===== config.mk =====
export PLATFORM = sky130hd
export DESIGN_NAME = rca_pipe_adder
export DESIGN_NICKNAME = d
export VERILOG_FILES = /design/src/rtl/rca_pipe_adder.sv
export SDC_FILE = /design/constraint.sdc
export NUM_CORES = 1
export LEC_CHECK = 0
export ABC_AREA = 1
export CAP_MARGIN = 20
export CORE_UTILIZATION = 44
export CTS_BUF_LIST = sky130_fd_sc_hd__clkbuf_8
export CTS_CLUSTER_SIZE = 16
export DETAILED_ROUTE_END_ITERATION = 8
export GPL_TIMING_DRIVEN = 0
export PLACE_DENSITY = 0.74
export SYNTH_ARGS = -nofsm -noshare
export SYNTH_HDL_FRONTEND = slang
export SYNTH_SLANG_ARGS = --single-unit

===== constraint.sdc =====
create_clock -name i_clk -period 17.3 [get_ports i_clk]
set_clock_uncertainty 0.2 [all_clocks]
set_input_delay 3.46 -clock i_clk [delete_from_list [all_inputs] [get_ports i_clk]]
set_output_delay 3.46 -clock i_clk [all_outputs]
set_load 0.01 [all_outputs]

===== src/rtl/rca_pipe_adder.sv =====
// Pipelined ripple-carry adder: one SEG_WIDTH slice per registered stage, valid/ready flow control.
// Define RCA_PIPE_OVF_EN to add the o_overflow output (signed overflow of the WIDTH-bit sum).
module rca_pipe_adder #(
  parameter int unsigned WIDTH     = 64,
  parameter int unsigned SEG_WIDTH = 16
) (
  input  logic             i_clk,
  input  logic             i_rst,
  input  logic             i_valid,
  output logic             o_ready,
  input  logic [WIDTH-1:0] i_add_term1,
  input  logic [WIDTH-1:0] i_add_term2,
  input  logic             i_carry,
  output logic             o_valid,
  input  logic             i_ready,
  output logic [WIDTH:0]   o_result,
  output logic             o_busy
`ifdef RCA_PIPE_OVF_EN
  ,
  output logic             o_overflow
`endif
);

  localparam int unsigned NUM_SEG = (WIDTH + SEG_WIDTH - 1) / SEG_WIDTH;
  // Operands are zero-padded to whole segments so every stage slices a uniform SEG_WIDTH field.
  localparam int unsigned PW      = NUM_SEG * SEG_WIDTH;

  logic [NUM_SEG-1:0] v;
  logic [NUM_SEG-1:0] v_in;
  logic [NUM_SEG:0]   load;

  logic [PW-1:0] a_r  [NUM_SEG];
  logic [PW-1:0] b_r  [NUM_SEG];
  logic [PW-1:0] s_r  [NUM_SEG];
  logic          c_r  [NUM_SEG];
  logic [PW-1:0] a_in [NUM_SEG];
  logic [PW-1:0] b_in [NUM_SEG];
  logic [PW-1:0] s_in [NUM_SEG];
  logic          c_in [NUM_SEG];
  logic [PW-1:0] s_nx [NUM_SEG];
  logic          c_nx [NUM_SEG];
  logic [SEG_WIDTH:0] seg;

  always_comb begin
    // A stage may load when it is empty or its successor is loading; the output stage drains on i_ready.
    load[NUM_SEG] = i_ready;
    for (int unsigned k = NUM_SEG; k > 0; k--) begin
      load[k-1] = !v[k-1] || load[k];
    end

    v_in[0] = i_valid;
    a_in[0] = PW'(i_add_term1);
    b_in[0] = PW'(i_add_term2);
    s_in[0] = '0;
    c_in[0] = i_carry;
    for (int unsigned k = 1; k < NUM_SEG; k++) begin
      v_in[k] = v[k-1];
      a_in[k] = a_r[k-1];
      b_in[k] = b_r[k-1];
      s_in[k] = s_r[k-1];
      c_in[k] = c_r[k-1];
    end

    seg = '0;
    for (int unsigned k = 0; k < NUM_SEG; k++) begin
      seg = {1'b0, a_in[k][k*SEG_WIDTH +: SEG_WIDTH]}
          + {1'b0, b_in[k][k*SEG_WIDTH +: SEG_WIDTH]}
          + (SEG_WIDTH+1)'(c_in[k]);
      s_nx[k] = s_in[k];
      s_nx[k][k*SEG_WIDTH +: SEG_WIDTH] = seg[SEG_WIDTH-1:0];
      c_nx[k] = seg[SEG_WIDTH];
    end
  end

  always_ff @(posedge i_clk or posedge i_rst) begin
    if (i_rst) begin
      v <= '0;
      for (int unsigned k = 0; k < NUM_SEG; k++) begin
        a_r[k] <= '0;
        b_r[k] <= '0;
        s_r[k] <= '0;
        c_r[k] <= 1'b0;
      end
    end else begin
      for (int unsigned k = 0; k < NUM_SEG; k++) begin
        if (load[k]) begin
          v[k]   <= v_in[k];
          a_r[k] <= a_in[k];
          b_r[k] <= b_in[k];
          s_r[k] <= s_nx[k];
          c_r[k] <= c_nx[k];
        end
      end
    end
  end

  assign o_valid = v[NUM_SEG-1];
  assign o_ready = load[0];
  assign o_busy  = |v;

  // With padding the carry-out already sits at bit WIDTH of the padded sum.
  generate
    if (PW > WIDTH) begin : g_padded
      assign o_result = s_r[NUM_SEG-1][WIDTH:0];
    end else begin : g_exact
      assign o_result = {c_r[NUM_SEG-1], s_r[NUM_SEG-1]};
    end
  endgenerate

`ifdef RCA_PIPE_OVF_EN
  // Carry into the MSB recovered as a ^ b ^ sum at that bit, then XORed with the carry-out.
  assign o_overflow = a_r[NUM_SEG-1][WIDTH-1] ^ b_r[NUM_SEG-1][WIDTH-1]
                    ^ s_r[NUM_SEG-1][WIDTH-1] ^ o_result[WIDTH];
`endif

endmodule

==> metrics.md <==
| Metric | Value |
|---|---|
| Final Hold Violating Endpoints | `0` |
| Hold Buf Count CTS | `0` |
| Nets | `2608` |
| CTS clock-pin slew for the worst setup and hold paths | `0.06 ns` |
| Min-Delay Endpoint | `s_in[31]$_DFFE_PP0P_` |
| CTS tree | `built` |
| Area of the multi-input gates | `6758 um2` |
| DP Wirelength | `33960 um` |
| CP Class | `input pin to output port` |
| FF+latch area | `9009 um2` |
| Largest net degree at the start of global routing | `112` |
| Reg2reg start | `c_in[2]$_DFFE_PP0P_` |
| Grt ovf | `0` |
| Starting Density | `0.4500` |
| Leakage power | `11.11 nW` |
| Routability cong. | `0.8555` |
| Clock buffer depth | `3` |
| Worst reg2reg endpoint | `s_in[86]$_DFFE_PP0P_` |
| Core footprint | `37840 um2` |
| Worst Path Max Fanout | `10` |
| Num CTS Buffers | `58` |
| Share of cells above drive strength 1 | `0.06046` |
| Post-CTS Setup Bufs | `0` |
| Clock Latency Late Sink | `0.63 ns` |
| DRT Pass-1 Iters | `5` |
| Pwr/cell area | `131.3 nW/um2` |
| WL final | `43540 um` |
| # fillers | `3476` |
| Clk root buf | `clkbuf_8` |
| Worst endpoint required time | `13.64 ns` |
| Mapped Cells | `2144` |
| PnR Total Power | `2.753 mW` |
| Global-route usage over all layers | `0.2290` |
| Vias post-DR | `14150` |
| Maximum clock rate | `105.0 MHz` |
| Non-Filler Instances | `2960` |
| Fin. max-slew vios | `0` |
| Drc violations | `0` |
| CP Capture Type | `output port` |
| Worst-Margin Slew | `0.8721 ns` |
| Die width | `198.7 um` |
| Synthesized flop and latch total | `360` |
| Global-route wire length before repair | `70320 um` |
| Tmin final | `9.525 ns` |
| Slew Limit Headroom | `0.4186` |
| Mapped Avg Cell Area | `7.943 um2` |
| Post-DR wirelength/cell | `14.71 um` |
| Sink Count | `360` |
| Worst Reg-to-Reg Cells | `9` |
| Num rows | `71` |
| Syn Nets | `2345` |
| Die Footprint | `39500 um2` |
| Peak supply drop | `72.69 uV` |
| Netlist cell types | `27` |
| YS warnings | `0` |
| Final Util | `0.5540` |
| Unrepaired setup endpoints after global routing | `false` |
| PortBufs | `200` |
| MaxCap Viol Count | `0` |
| Ports | `201` |
| Finish-stage setup viols | `0` |
| Seq/Total Area, Yosys | `0.5290` |
| Iter 0 DRT Violations | `793` |
| Die height | `198.7 um` |
| R2R setup slack | `14.80 ns` |
| Setup tns final | `0 ns` |
| Mapped cell area | `17030 um2` |
| Vias in the first global route | `13700` |
| Origin of the worst min-delay path | `s_in[95]$_DFFE_PP0P_` |
| Hold Path Class | `flop to flop` |
| Status | `finished, final reports clean` |
| CP arrival | `5.87 ns` |
| P&R area growth vs syn | `23.10%` |
| Htree depth | `2` |
| Post-CTS sizing | `0` |
| Dpl cells | `2858` |
| Mean number of vias per cell | `4.782` |
| Antenna-violating nets left | `0` |
| CP startpoint kind | `input pin` |
| Worst Hold Path Cells | `2` |
| Initial antenna violation count | `1` |
| Final period utilization | `0.5506` |
[routing by layer]
metal | up-vias | global-route usage | part of all wire
met5 | - | 0 | 0
met1 | 6598 | 0.3204 | 0.47
met3 | 62 | 0.03425 | 0.050
met2 | 353 | 0.3622 | 0.46
met4 | 0 | 0.08148 | 0.027
li1 | 7141 | - | -
[how the worst max path moves through the flow]
stage | end | startpoint
finish | o_ready | i_ready
global route | o_ready | i_ready
CTS | o_ready | i_ready
detailed placement | o_ready | i_ready
global placement | a_in[154]$_DFFE_PP0P_ | i_rst
floorplan | a_in[100]$_DFFE_PP0P_ | i_rst
[stage by stage]
stage                     worst slack (ns)  hold WS, ns  instance area (um2)
final                                7.775       0.2673                20960
after global routing                 7.705       0.2837                20960
after CTS                            7.770       0.2722                20960
after detailed placement             7.781       0.2576                19760
after global placement            -0.06525       0.2527                19670
after floorplan                      3.650       0.2422                17030
[registers in the layout, indices dropped and copies added (netlist names)]
register,flops
a_in,96
o_result,65
s_in,96
c_in,3
b_in,96
v,4
[critical path, cell delays in order]
cell and delay (ns):
clkdlybuf4s50_1 0.62, nor2_4 0.08, nand2_2 0.19, nor2_8 0.09, nand2_2 0.22, buf_2 0.31, buf_2 0.30, clkdlybuf4s50_1 0.58
[synth_stat cells, drive strengths merged]
library cell  instances  area, um2
dfrtp               360       9009
and2                  4      25.02
nand3b               13      97.59
buf                  41      208.9
ha                   60      750.7
clkbuf               34      127.6
nand2               981       3687
nor3                 14      70.07
nand4                 5      31.28
nand3                73      365.4
o21ai               188      940.9
nor2                 51      215.2
or2                  15      93.84
fa                    8      160.2
a21oi                31      155.2
a21o                  1      7.510
xnor2                12      105.1
inv                 247      927.1
xor2                  6      52.55
[report_power, final]
part / leakage, nW / total (mW) / switching (mW) / internal [mW]
combinational: 6.10 / 0.825 / 0.473 / 0.351
clock: 0.676 / 0.746 / 0.334 / 0.412
sequential: 4.33 / 1.18 / 0.127 / 1.05
total: 11.1 / 2.75 / 0.935 / 1.82
[cell families (layout without fill, tap and decap cells)]
family / count (synthesis) / count (layout) / synth area share
AOI/OAI and AO/OA: 220 / 220 / 0.06480
xor gates and xnor gates: 18 / 18 / 0.009257
adders and majority gates: 68 / 68 / 0.05349
buffers and inverters: 322 / 626 / 0.07420
DFF: 360 / 360 / 0.5290
other: 0 / 1 / 0
and+or+nand+nor: 1156 / 1156 / 0.2693
[cell type report]
class,instances,area share
Antenna cell,1,0.0001194
Buffer,75,0.01605
Clock buffer,74,0.04858
Clock inverter,27,0.008654
Inverter,247,0.04458
Multi-Input combinational cell,1462,0.3224
Sequential cell,360,0.4297
Tap cell,511,0.03050
Timing Repair Buffer,203,0.09943
[layout by cell type, fill, tap and decap left out, drive strengths merged]
| master | count |
|---|---|
| a21o | 1 |
| a21oi | 31 |
| and2 | 4 |
| buf | 44 |
| bufinv | 2 |
| clkbuf | 108 |
| clkdlybuf4s50 | 200 |
| clkinv | 7 |
| clkinvlp | 2 |
| dfrtp | 360 |
| diode | 1 |
| fa | 8 |
| ha | 60 |
| inv | 263 |
| nand2 | 981 |
| nand3 | 73 |
| nand3b | 13 |
| nand4 | 5 |
| nor2 | 51 |
| nor3 | 14 |
| o21ai | 188 |
| or2 | 15 |
| xnor2 | 12 |
| xor2 | 6 |
Note: power is estimated with default switching activity, not from simulation.
